`config.mk`:
```
export PLATFORM = sky130hd
export DESIGN_NAME = coin_acceptor_flat
export DESIGN_NICKNAME = d
export VERILOG_FILES = /design/src/rtl/vend_pkg.sv /design/src/rtl/coin_acceptor_if.sv /design/src/rtl/coin_acceptor_sync.sv /design/src/rtl/coin_acceptor.sv /design/src/flat_wrapper.sv
export SDC_FILE = /design/constraint.sdc
export NUM_CORES = 1
export LEC_CHECK = 0
export BUFFER_PORTS_ARGS = -buffer_cell sky130_fd_sc_hd__buf_2
export CAP_MARGIN = 30
export CORE_ASPECT_RATIO = 1.1
export CORE_MARGIN = 2
export CORE_UTILIZATION = 25
export DETAILED_ROUTE_END_ITERATION = 8
export PLACE_DENSITY = 0.44
export RECOVER_POWER = 100
export SYNTH_ARGS = -nofsm -noshare
export SYNTH_HDL_FRONTEND = slang
export SYNTH_SLANG_ARGS = --single-unit
```
`constraint.sdc`:
```
create_clock -name clk -period 2.85 [get_ports clk]
set_input_delay 0 -clock clk [delete_from_list [all_inputs] [get_ports clk]]
set_output_delay 0 -clock clk [all_outputs]
set_load 0.005 [all_outputs]
```
`src/rtl/vend_pkg.sv`:
```
// Shared vending-machine definitions: coin acceptor FSM states and the
// default coin qualification constants also used by the controller bench.
package vend_pkg;

    localparam int COIN_MIN_W   = 3;   // shortest synchronised high time of a real coin
    localparam int COIN_MAX_W   = 20;  // longest valid high time; beyond this is a jam
    localparam int COIN_HOLDOFF = 4;   // dead time after every event

    typedef enum logic [1:0] {
        ST_IDLE    = 2'd0,
        ST_MEASURE = 2'd1,
        ST_JAM     = 2'd2,
        ST_HOLDOFF = 2'd3
    } coin_acc_state_t;

endpackage

```
`src/rtl/coin_acceptor_if.sv`:
```
// Sensor inputs and event outputs of the coin acceptor front end.
// master: the side that owns the coin slot sensors and consumes events.
// slave:  the coin acceptor itself.
interface coin_acceptor_if;

    logic sense1_raw;
    logic sense2_raw;
    logic coin1;
    logic coin2;
    logic reject;
    logic jam;

    modport master (
        output sense1_raw,
        output sense2_raw,
        input  coin1,
        input  coin2,
        input  reject,
        input  jam
    );

    modport slave (
        input  sense1_raw,
        input  sense2_raw,
        output coin1,
        output coin2,
        output reject,
        output jam
    );

endinterface

```
`src/rtl/coin_acceptor_sync.sv`:
```
// Two-flop synchroniser followed by a registered rise detector for one
// asynchronous coin sensor line. level and rise are time-aligned.
module coin_sync (
    input  logic clk,
    input  logic rst,
    input  logic raw,
    output logic level,
    output logic rise
);

    logic       meta_r;
    logic       sync_r;
    logic       level_r;
    logic       rise_r;
    // Marks which pipeline stages hold real samples since reset; a rise is
    // only reported once level_r has been loaded from a valid sample, so a
    // line that is already high when reset is released never looks fresh.
    logic [2:0] vld_r;

    // Synchronise, keep edge history and register the rise indication.
    always_ff @(posedge clk) begin
        if (!rst) begin
            meta_r  <= 1'b0;
            sync_r  <= 1'b0;
            level_r <= 1'b0;
            rise_r  <= 1'b0;
            vld_r   <= 3'b000;
        end else begin
            meta_r  <= raw;
            sync_r  <= meta_r;
            level_r <= sync_r;
            rise_r  <= vld_r[2] & sync_r & ~level_r;
            vld_r   <= {vld_r[1:0], 1'b1};
        end
    end

    assign level = level_r;
    assign rise  = rise_r;

endmodule

```
`src/rtl/coin_acceptor.sv`:
```
// Coin acceptor front end: qualifies the two coin sensor lines by pulse
// width, rejects short, dual-channel and jammed events, and enforces a
// hold-off window so the controller sees each coin exactly once.
module coin_acceptor
    import vend_pkg::*;
#(
    parameter int MIN_W   = COIN_MIN_W,
    parameter int MAX_W   = COIN_MAX_W,
    parameter int HOLDOFF = COIN_HOLDOFF
) (
    input  logic           clk,
    input  logic           rst,
    coin_acceptor_if.slave bus
);

    localparam int CW = $clog2(MAX_W + 2);
    localparam int HW = $clog2(HOLDOFF + 1);

    localparam logic [CW-1:0] CNT_ONE  = CW'(1);
    localparam logic [CW-1:0] CNT_MIN  = CW'(MIN_W);
    localparam logic [CW-1:0] CNT_MAX  = CW'(MAX_W);
    localparam logic [CW-1:0] CNT_SAT  = CW'(MAX_W + 1);
    localparam logic [HW-1:0] HOLD_LD  = HW'(HOLDOFF);
    localparam logic [HW-1:0] HOLD_ONE = HW'(1);
    localparam logic [HW-1:0] HOLD_Z   = HW'(0);

    logic s1_s, s2_s, r1_s, r2_s;

    coin_sync u_sync1 (.clk(clk), .rst(rst), .raw(bus.sense1_raw), .level(s1_s), .rise(r1_s));
    coin_sync u_sync2 (.clk(clk), .rst(rst), .raw(bus.sense2_raw), .level(s2_s), .rise(r2_s));

    coin_acc_state_t state_r, state_s;
    logic [CW-1:0]   cnt_r, cnt_s;
    logic [HW-1:0]   hold_r, hold_s;
    logic            ch_r, ch_s;        // 0: 1-unit slot, 1: 2-unit slot
    logic            dual_r, dual_s;
    logic            coin1_r, coin1_s;
    logic            coin2_r, coin2_s;
    logic            reject_r, reject_s;
    logic            jam_r, jam_s;
    logic            act_s, other_s, dual_now_s;

    // Next-state, counter and event decode for the qualification FSM.
    always_comb begin
        state_s    = state_r;
        cnt_s      = cnt_r;
        hold_s     = hold_r;
        ch_s       = ch_r;
        dual_s     = dual_r;
        coin1_s    = 1'b0;
        coin2_s    = 1'b0;
        reject_s   = 1'b0;
        jam_s      = jam_r;
        act_s      = ch_r ? s2_s : s1_s;
        other_s    = ch_r ? s1_s : s2_s;
        dual_now_s = dual_r | other_s;

        case (state_r)
            ST_IDLE: begin
                if (r1_s && r2_s) begin
                    state_s = ST_MEASURE;
                    ch_s    = 1'b0;
                    cnt_s   = CNT_ONE;
                    dual_s  = 1'b1;
                end else if (r1_s) begin
                    state_s = ST_MEASURE;
                    ch_s    = 1'b0;
                    cnt_s   = CNT_ONE;
                    dual_s  = 1'b0;
                end else if (r2_s) begin
                    state_s = ST_MEASURE;
                    ch_s    = 1'b1;
                    cnt_s   = CNT_ONE;
                    dual_s  = 1'b0;
                end else begin
                    state_s = ST_IDLE;
                end
            end
            ST_MEASURE: begin
                dual_s = dual_now_s;
                if (act_s) begin
                    if (cnt_r == CNT_MAX) begin
                        // One more high cycle would exceed MAX_W: jam.
                        state_s  = ST_JAM;
                        cnt_s    = CNT_SAT;
                        jam_s    = 1'b1;
                        reject_s = 1'b1;
                    end else begin
                        cnt_s = cnt_r + CNT_ONE;
                    end
                end else begin
                    state_s = ST_HOLDOFF;
                    hold_s  = HOLD_LD;
                    if ((cnt_r >= CNT_MIN) && (cnt_r <= CNT_MAX) && !dual_now_s) begin
                        if (ch_r) begin
                            coin2_s = 1'b1;
                        end else begin
                            coin1_s = 1'b1;
                        end
                    end else begin
                        reject_s = 1'b1;
                    end
                end
            end
            ST_JAM: begin
                if (!s1_s && !s2_s) begin
                    state_s = ST_HOLDOFF;
                    hold_s  = HOLD_LD;
                    jam_s   = 1'b0;
                end else begin
                    jam_s = 1'b1;
                end
            end
            ST_HOLDOFF: begin
                if (hold_r == HOLD_Z) begin
                    state_s = ST_IDLE;
                end else begin
                    hold_s = hold_r - HOLD_ONE;
                end
            end
            default: begin
                state_s = ST_IDLE;
                jam_s   = 1'b0;
            end
        endcase
    end

    // State, counters and registered event outputs.
    always_ff @(posedge clk) begin
        if (!rst) begin
            state_r  <= ST_IDLE;
            cnt_r    <= '0;
            hold_r   <= '0;
            ch_r     <= 1'b0;
            dual_r   <= 1'b0;
            coin1_r  <= 1'b0;
            coin2_r  <= 1'b0;
            reject_r <= 1'b0;
            jam_r    <= 1'b0;
        end else begin
            state_r  <= state_s;
            cnt_r    <= cnt_s;
            hold_r   <= hold_s;
            ch_r     <= ch_s;
            dual_r   <= dual_s;
            coin1_r  <= coin1_s;
            coin2_r  <= coin2_s;
            reject_r <= reject_s;
            jam_r    <= jam_s;
        end
    end

    assign bus.coin1  = coin1_r;
    assign bus.coin2  = coin2_r;
    assign bus.reject = reject_r;
    assign bus.jam    = jam_r;

endmodule

```
`src/flat_wrapper.sv`:
```
// flat-port wrapper written by rule: the top's interface ports become plain ports
module coin_acceptor_flat import vend_pkg::*;
#(
    parameter int MIN_W   = COIN_MIN_W,
    parameter int MAX_W   = COIN_MAX_W,
    parameter int HOLDOFF = COIN_HOLDOFF
)
  (clk, rst, bus_sense1_raw, bus_sense2_raw, bus_coin1, bus_coin2, bus_reject, bus_jam);
  coin_acceptor_if bus_i ();
  input  logic clk;
  input  logic rst;
  input wire logic [$bits(bus_i.sense1_raw)-1:0] bus_sense1_raw;
  input wire logic [$bits(bus_i.sense2_raw)-1:0] bus_sense2_raw;
  output wire logic [$bits(bus_i.coin1)-1:0] bus_coin1;
  output wire logic [$bits(bus_i.coin2)-1:0] bus_coin2;
  output wire logic [$bits(bus_i.reject)-1:0] bus_reject;
  output wire logic [$bits(bus_i.jam)-1:0] bus_jam;
  assign bus_i.sense1_raw = bus_sense1_raw;
  assign bus_i.sense2_raw = bus_sense2_raw;
  assign bus_coin1 = bus_i.coin1;
  assign bus_coin2 = bus_i.coin2;
  assign bus_reject = bus_i.reject;
  assign bus_jam = bus_i.jam;
  coin_acceptor #(.MIN_W(MIN_W), .MAX_W(MAX_W), .HOLDOFF(HOLDOFF)) u_core (.clk(clk), .rst(rst), .bus(bus_i));
endmodule
```
==> flow_summary.toml, run 1 <==
[floorplan]
ioPinCount = 8
initial_utilization_pct = 25.9
die_width_um = 72.6
placementRows = 27
dieArea_mm2 = 0.00576
die_y_um = 79.4
core_area_mm2 = 0.00500

[clock_tree]
cts_setup_buffers = 0
clock_sinks = 27
cts_buffer_depth = 2
post_cts_resized = 0
clk-insertion-delay-late_ns = 0.28
cts_hold_buf = 2
cts_root_buf = "clkbuf_8"
h-tree-depth = 1
cts_tree = "yes"
cts_made_buffers = 3
clkTransAtPathRegs_ns = 0.10

[timing]
rsz0062_at_grt = "no"
maxSlewHeadroom_pct = 38.4
worst_hold_slack_ns = 0.313
skew_ns = 0.00156
min_period_over_period_pct = 65.3
setup_viol = 0
final.setup.tns_ns = 0
tightest_slew_ns = 0.924
hold_violations = 0
period_minus_slack_ns = 1.86
slew_viol_final = 0
maxClockFrequency_mhz = 537

[grt]
grt_max_degree = 26
grt_pass1_wl_um = 4360
grt_pass1_vias = 939
antenna_found_initial = 0
track_usage_pct = 9.65
grt.overflow.total = 0

[setup_path]
crit_required_ns = 3.04
cp_data_arrival_time_ns = 2.05
crit_path_end_kind = "flop"
worstSetupPathType = "reg -> reg"
start_kind = "flop"
worstPathMaxFanout = 13

[layout]
layout.cells.non_filler = 210
syn_to_final_growth_pct = 11.6
diodes = 0
fillers = 551
drive_gt1_share_pct = 7.24
nets = 166

[placement]
io_buffers = 7
place_inst = 204
dp_hpwl_um = 1840
gp_congestion = 0.850

[drt]
ant_nets = 0
drt_iter0_markers = 83
finalWirelength_um = 2510
first_pass_iters = 4
wl_per_cell_um = 11.9
routed_via_density = 4.87
drc = 0
vias = 1022

[power_and_ir_drop]
power.density_mw_per_mm2 = 629
ir_drop_mv = 0.282
p_leak_nw = 0.571

[synth]
synth_warnings = 0
synth-seq-cells = 27
syn-num-nets = 156
syn-cell-area_mm2 = 0.00129
synth-seq-area-share_pct = 41.8
avgSynthCellArea_um2 = 9.04
synth-edff-count = 0
async_reset_ff_share_pct = 0
ys_types = 36
synth_flop_cell = "dfxtp_1"
syn_inst = 143

[min_path]
hold_path_class = "in -> reg"

[outcome]
status = "completed"

[flow_run]
maxCapViolCount = 0
-- flip-flops by register name, summed over array words and instances, names as in the netlist --
register	count
u_core.u_sync1.vld_r	1
u_core.bus.coin2	1
u_core.u_sync2.rise	1
u_core.cnt_r	5
u_core.hold_r	3
u_core.ch_r	1
u_core.u_sync2.sync_r	1
u_core.u_sync1.level	1
u_core.bus.jam	1
u_core.u_sync2.vld_r	2
u_core.u_sync2.level	1
u_core.bus.reject	1
u_core.u_sync1.rise	1
u_core.u_sync1.sync_r	1
u_core.state_r	2
u_core.u_sync2.meta_r	1
u_core.u_sync1.meta_r	1
u_core.bus.coin1	1
u_core.dual_r	1
-- critical path, stage by stage (launching register included) --
cell and delay [ns]:
dfxtp_1 0.35, inv_1 0.11, ha_1 0.43, nor2_1 0.10, a21oi_1 0.41, a21oi_1 0.12, a311oi_1 0.26
-- metrics by stage --
step	setup WS, ns	util [%]	total power, mW	instance area [µm²]
after global placement	1.14	27.5	0.680	1380
final	0.989	28.9	0.907	1440
after floorplan	1.37	-	0.625	1290
after global routing	0.745	28.9	0.974	1440
after detailed placement	1.03	27.5	0.687	1380
after CTS	1.03	28.9	0.924	1450
-- synth_stat cells, drive strengths merged, types with 2 or more instances --
| cell | count | area, µm² |
|---|---|---|
| nor3 | 3 | 15.0 |
| a21o | 3 | 22.5 |
| a31oi | 2 | 12.5 |
| ha | 9 | 113 |
| inv | 11 | 41.3 |
| nand3 | 2 | 10.0 |
| and2 | 8 | 50.1 |
| dfxtp | 27 | 541 |
| nand2 | 11 | 41.3 |
| and3 | 3 | 18.8 |
| mux2i | 4 | 40.0 |
| o21a | 2 | 15.0 |
| o22ai | 2 | 12.5 |
| a211oi | 3 | 22.5 |
| a311oi | 2 | 17.5 |
| nor2b | 3 | 18.8 |
| nand4 | 4 | 25.0 |
| o32ai | 2 | 17.5 |
| clkbuf | 2 | 7.51 |
| and3b | 2 | 18.8 |
| buf | 2 | 16.3 |
| a21oi | 7 | 35.0 |
| nor2 | 7 | 26.3 |
| nand2b | 5 | 31.3 |
| o21ai | 8 | 40.0 |
-- path summary, 6_finish.rpt --
check                                       end  slack [ns]  cells past startpoint                               start
min reg2reg  u_core.u_sync1.vld_r[2]$_SDFF_PN0_        0.44                      1  u_core.u_sync2.vld_r[1]$_SDFF_PN0_
max reg2reg          u_core.dual_r$_SDFFE_PN0P_        0.99                      6      u_core.state_r[1]$_SDFFE_PN0P_
min             u_core.u_sync2.vld_r[0]$_DFF_P_        0.31                      1                                 rst
max                  u_core.dual_r$_SDFFE_PN0P_        0.99                      6      u_core.state_r[1]$_SDFFE_PN0P_
-- per-layer routing --
layer / GRT usage (%) / part of all wire [%]
met5: 0 / 0
met1: 11.5 / 47
met4: 3.89 / 1.6
met2: 16.1 / 48
met3: 2.78 / 3.4
-- report_power, final --
part	internal, mW	switching, mW
combinational	0.0955	0.141
sequential	0.414	0.0257
clock	0.103	0.128
-- cell usage in the layout (no fill, tap or decap), types with 4 or more instances in the layout --
cell      synthesis  final
inv_1            11     11
a21oi_1           7      7
nand2_1          11     11
nand4_1           4      4
mux2i_1           4      4
dfxtp_1          27     27
nand2b_1          5      5
and2_0            0      4
and2_1            8      4
o21ai_0           8      8
buf_2             1      4
nor2_1            7      7
ha_1              9      9
-- area by class of cell --
class	instances	area, µm²	share of cell area, %
Inverter	11	41.3	2.86
Clock inverter	1	8.76	0.607
Tap cell	58	72.6	5.03
Multi-Input combinational cell	101	687	47.6
Sequential cell	27	541	37.5
Clock buffer	3	41.3	2.86
Timing Repair Buffer	9	51.3	3.56
-- cell families (layout without fill, tap and decap cells) --
family	after synthesis	after routing	synth area share, %
XOR/XNOR	1	1	0.678
adder cells (fa/ha/maj)	9	9	8.71
multiplexers	5	5	3.97
flip-flops	27	27	41.8
AO/OA/AOI/OAI	35	35	18.0
buffers and inverters	15	24	5.03
AND/OR/NAND/NOR	51	51	21.8
Note: power is estimated with default switching activity, not from simulation.
==> inputs of run 2 (changes only) <==
- clock period: 2.85 -> 1.8 ns (I/O delays scaled with it)
==> run 2 against run 1 <==
Critical endpoint is now u_core.cnt_r[2]$_SDFFE_PN0P_. Global-route usage up 0.48 points. Via count up 1.3%. Non-clock buffer count up 2. Hold slack worse by 0.0053 ns.
==> flow_summary.toml, run 2 (synthesis gave the netlist of run 1 again) <==
[outcome]
status = "completed"

[clock_tree]
cts_tree = "yes"
cts_made_buffers = 3
cts_buffer_depth = 2
clkTransAtPathRegs_ns = 0.10
cts_setup_buffers = 0
clock_sinks = 27
h-tree-depth = 1
cts_root_buf = "clkbuf_8"
clk-insertion-delay-late_ns = 0.28

[drt]
vias = 1035
wl_per_cell_um = 12.3
drt_iter0_markers = 70
ant_nets = 0
drc = 0
routed_via_density = 4.88
finalWirelength_um = 2600
first_pass_iters = 4

[setup_path]
cp_slowest_cell = "dfxtp_1"
worstPathMaxFanout = 7
crit_path_end_kind = "flop"
r2r_end = "u_core.cnt_r[2]$_SDFFE_PN0P_"
cp_data_arrival_time_ns = 1.85
timing.rr.start = "u_core.state_r[1]$_SDFFE_PN0P_"
start_kind = "flop"
worstSetupPathType = "reg -> reg"
crit_required_ns = 1.99
critical-path-max-stage-delay_ns = 0.41
path_cells = "inv_1 -> ha_1 -> nor2_1 -> a21oi_1 -> buf_4 -> and3_1 -> o221a_2"
rr_worst_depth = 7
regToRegSetupSlack_ns = 0.13

[layout]
nets = 168
syn_to_final_growth_pct = 13.2
seq_area_um2 = 541
diodes = 0
final_common_cell = "dfxtp_1"
largest_register = "u_core.cnt_r"
top_regs = "u_core.cnt_r x5, u_core.hold_r x3"
fillers = 541
largest_reg_flops = 5
layout_common_cells = "dfxtp_1, inv_1, nand2_1"
drive_gt1_share_pct = 9.09
multiInputGateArea_um2 = 693
layout.cells.non_filler = 212

[timing]
slew_viol_final = 0
tightest_slew_ns = 0.912
maxClockFrequency_mhz = 600
final.setup.tns_ns = 0
worst_hold_slack_ns = 0.308
period_minus_slack_ns = 1.67
setup_viol = 0
hold_violations = 0
setup_slack_ns = 0.135
maxSlewHeadroom_pct = 39.2
skew_ns = 0.00932
rsz0062_at_grt = "no"
min_period_over_period_pct = 92.5

[placement]
dp_hpwl_um = 1880
dpl_worst_slack_ns = 0.138
place_inst = 206
io_buffers = 7
gp_congestion = 0.784

[floorplan]
die_y_um = 79.4
dieArea_mm2 = 0.00576
initial_utilization_pct = 25.9
placementRows = 27
ioPinCount = 8
core_area_mm2 = 0.00500
die_width_um = 72.6

[grt]
grt_max_degree = 26
track_usage_pct = 10.1
grt_pass1_wl_um = 4640
grt_pass1_vias = 1028
antenna_found_initial = 0
grt.overflow.total = 0

[min_path]
hold_path_class = "in -> reg"
holdPathEnd = "u_core.u_sync2.vld_r[0]$_DFF_P_"
hold_start = "rst"
hold_depth = 1

[flow_run]
maxCapViolCount = 0

[power_and_ir_drop]
power.density_mw_per_mm2 = 1010
p_leak_nw = 0.583
ir_drop_mv = 0.396
==> run 2: cell types whose count changed in the layout (fill, tap and decap cells not counted), sizes merged <==
cell,change
clkinvlp,+1
buf,+2
inv,-1
==> run 2: critical path, delay by kind of cell, from the launching register on <==
kind | cells | cell delay [ns]
adder cells (fa/ha/maj) | 1 | 0.28
buffers and inverters | 2 | 0.26
AND/OR/NAND/NOR | 2 | 0.31
flip-flops | 1 | 0.41
AO/OA/AOI/OAI | 2 | 0.31
==> run 2: power breakdown <==
part	total (mW)	internal [mW]	switching, mW	leakage (nW)
combinational	0.410	0.172	0.237	0.341
clock	0.366	0.158	0.209	0.0217
sequential	0.697	0.655	0.0421	0.220
==> run 2: timing repair <==
item                                   in CTS  in global routing
hold buffers                                2                  0
resized for setup                           0                  2
setup endpoints to repair                   0                  2
endpoints found under the hold margin       2                  0
==> run 2: layer usage <==
metal  global-route usage, %  wire length [µm]
met5                       0                 0
met4                    4.26                58
met3                    2.15                66
met2                    17.3              1240
met1                    12.2              1240
==> run 2: final cells by class <==
| cell class | count | area share, % |
|---|---|---|
| Inverter | 11 | 2.82 |
| Clock buffer | 3 | 2.82 |
| Timing Repair Buffer | 11 | 4.53 |
| Sequential cell | 27 | 37.0 |
| Tap cell | 58 | 4.96 |
| Clock inverter | 1 | 0.513 |
| Multi-Input combinational cell | 101 | 47.4 |
==> run 2: metrics by stage <==
| step | power, mW | instance area, µm² | util [%] |
|---|---|---|---|
| 2_1_floorplan | 0.990 | 1290 | - |
| 3_3_place_gp | 1.10 | 1390 | 27.8 |
| 3_5_place_dp | 1.11 | 1390 | 27.8 |
| 4_1_cts | 1.48 | 1460 | 29.2 |
| 5_1_grt | 1.59 | 1460 | 29.3 |
| 6_report | 1.47 | 1460 | 29.3 |
==> run 2: how the worst max path moves through the flow <==
| stage | startpoint | to | slack (ns) | cells after the start |
|---|---|---|---|---|
| after global routing | u_core.state_r[1]$_SDFFE_PN0P_ | u_core.cnt_r[2]$_SDFFE_PN0P_ | 0.02 | 7 |
| after CTS | u_core.state_r[0]$_SDFFE_PN0P_ | u_core.hold_r[0]$_SDFFE_PN0P_ | 0.13 | 6 |
| after detailed placement | u_core.state_r[0]$_SDFFE_PN0P_ | u_core.hold_r[0]$_SDFFE_PN0P_ | 0.14 | 6 |
| after global placement | u_core.cnt_r[0]$_SDFFE_PN0P_ | u_core.cnt_r[2]$_SDFFE_PN0P_ | 0.18 | 6 |
| final | u_core.state_r[1]$_SDFFE_PN0P_ | u_core.cnt_r[2]$_SDFFE_PN0P_ | 0.13 | 7 |
| after floorplan | u_core.state_r[0]$_SDFFE_PN0P_ | u_core.hold_r[0]$_SDFFE_PN0P_ | 0.32 | 6 |
==> inputs of run 3 (changes only) <==
- PLACE_DENSITY: 0.44 -> 0.43
- SYNTH_HIERARCHICAL: default -> 1
==> run 3 against run 2 <==
Count of clock-buffer cells in the layout rose by 3. Largest cell class unchanged. Critical path depth fell by 1. Via count rose by 2.4%. Highest routed layer unchanged. Setup slack got worse by 0.019 ns. Largest power group unchanged. First-iteration DRC count fell by 50%. Final area rose by 11%. Maximum frequency fell by 1.2%. Flip-flop and latch count rose by 3. Global-route usage rose by 0.41 points. Non-clock buffer count did not move. Wire length rose by 8.1%.
==> flow_summary.toml, run 3 <==
[floorplan]
core_area_mm2 = 0.00540
dieArea_mm2 = 0.00625
die_y_um = 82.7
placementRows = 28
die_width_um = 75.5
ioPinCount = 8
initial_utilization_pct = 26.1

[synth]
yosys.cell_count.top_type = "dfxtp_1"
synth_top_area_cell = "dfxtp_1"
async_reset_ff_share_pct = 0
synth-seq-cells = 30
synth_warnings = 6
synth-edff-count = 0
synthTopCellsByArea = "dfxtp_1, ha_1, and2_2"
yosys.area.top_type_share_pct = 42.7
synth_common_cells = "dfxtp_1, nand2_1, nor2_1"
syn-num-nets = 157
syn-cell-area_mm2 = 0.00141
synth_flop_cell = "dfxtp_1"
synth-seq-area-share_pct = 42.7
avgSynthCellArea_um2 = 9.71
syn_inst = 145
ys_types = 47

[setup_path]
start_kind = "flop"
crit_path_end_kind = "flop"
worstSetupPathType = "reg -> reg"
critical-path-max-stage-delay_ns = 0.41
cp_top_family = "simple AND/OR/NAND/NOR gates"
cp_slowest_cell = "or3b_1"
crit_required_ns = 1.97
path_buf_inv = 1
cp_data_arrival_time_ns = 1.85
worstPathMaxFanout = 10
path_cells = "inv_1 -> ha_2 -> or3b_1 -> and3_4 -> a21oi_1 -> nor3_1"

[grt]
grt.overflow.total = 0
grt_pass1_wl_um = 4800
grt_pass1_vias = 1069
antenna_found_initial = 0
grt_max_degree = 25
track_usage_pct = 10.5

[placement]
gp_congestion = 0.736
dp_hpwl_um = 2010
placed_area_mm2 = 0.00152
dpl_worst_slack_ns = 0.0414
io_buffers = 7

[layout]
drive_gt1_share_pct = 19.4
nets = 171
layout_common_cells = "dfxtp_1, nand2_1, nor2_1"
syn_to_final_growth_pct = 15.5
diodes = 0
largest_register = "u_core/cnt_r"
final_common_cell = "dfxtp_1"
final_cell_area_mm2 = 0.00163
largest_reg_flops = 5

[timing]
rsz0062_at_grt = "no"
min_period_over_period_pct = 93.6
setup_slack_ns = 0.115
slew_viol_final = 0
final.setup.tns_ns = 0
maxSlewHeadroom_pct = 39.8
skew_ns = 0.00228
tightest_slew_ns = 0.904
period_minus_slack_ns = 1.68
maxClockFrequency_mhz = 594
setup_viol = 0
hold_violations = 0

[clock_tree]
cts_root_buf = "clkbuf_8"
h-tree-depth = 2
cts_buffer_depth = 2
clk-insertion-delay-late_ns = 0.28
cts_made_buffers = 5
clkTransAtPathRegs_ns = 0.07
clock_sinks = 30
cts_tree = "yes"
cts_setup_buffers = 0

[drt]
vias = 1060
drc = 0
ant_nets = 0
first_pass_iters = 4
finalWirelength_um = 2810
drt_iter0_markers = 35
routed_via_density = 4.51
wl_per_cell_um = 11.9

[power_and_ir_drop]
ir_drop_mv = 0.614
power.density_mw_per_mm2 = 1180
power.total_mw = 1.92
p_leak_nw = 0.624

[flow_run]
maxCapViolCount = 0

[outcome]
status = "completed"

[min_path]
hold_path_class = "in -> reg"
## run 3: path summary, 6_finish.rpt
check,end,depth (start not counted),slack [ns],startpoint
worst max register to register,u_core/cnt_r[2]$_SDFFE_PN0P_,6,0.12,u_core/state_r[1]$_SDFFE_PN0P_
worst max-delay path,u_core/cnt_r[2]$_SDFFE_PN0P_,6,0.12,u_core/state_r[1]$_SDFFE_PN0P_
worst min register to register,u_core/u_sync2/vld_r[2]$_SDFF_PN0_,1,0.45,u_core/u_sync2/vld_r[1]$_SDFF_PN0_
worst min-delay path,u_core/cnt_r[3]$_SDFFE_PN0P_,3,0.14,rst
## run 3: logic make-up after synthesis
kind of cell / Yosys count / share of synthesized area [%]
flip-flops: 30 / 42.7
AO/OA/AOI/OAI: 33 / 19.0
multiplexers: 3 / 2.49
XOR/XNOR: 1 / 0.622
buffers and inverters: 13 / 4.35
AND/OR/NAND/NOR: 57 / 23.7
adder cells (fa/ha/maj): 8 / 7.11
## run 3: area by class of cell
type,count,area [µm²]
clock buffers,6,82.6
clock inverters,2,12.5
fillers,588,3770
inverters,9,33.8
multi-input cells,102,743
flip-flops and latches,30,601
well taps,75,93.8
repair buffers,11,58.8
## run 3: worst register-to-register path: stages, from the launching register on
cell and delay (ns):
dfxtp_1 0.33, inv_1 0.11, ha_2 0.29, or3b_1 0.41, and3_4 0.21, a21oi_1 0.14
nor3_1 0.07
## run 3: stage by stage
stage,utilization [%],hold slack (ns),instances
final,30.1,0.145,235
after global placement,28.2,0.218,225
after CTS,30.4,0.101,235
after global routing,30.1,0.182,235
after detailed placement,28.2,0.219,225
after floorplan,-,0.0277,145
## run 3: metal layers
| layer | routed length (µm) | GRT usage (%) | up-vias | part of all wire, % |
|---|---|---|---|---|
| met4 | 60 | 6.67 | 0 | 2.1 |
| met1 | 1300 | 12.1 | 493 | 46 |
| met3 | 98 | 3.28 | 5 | 3.5 |
| met2 | 1350 | 16.8 | 16 | 48 |
| li1 | - | - | 546 | - |
| met5 | 0 | 0 | - | 0 |
## run 3: timing repair
action | in CTS | in global routing
hold buffers | 2 | 0
hold endpoints to repair | 2 | 0
setup endpoints to repair | 0 | 6
resized for setup | 0 | 1
## run 3: power by group
part / switching, mW / internal (mW) / total, mW
logic: 0.316 / 0.265 / 0.581
clock network: 0.254 / 0.307 / 0.560
registers: 0.0464 / 0.732 / 0.779
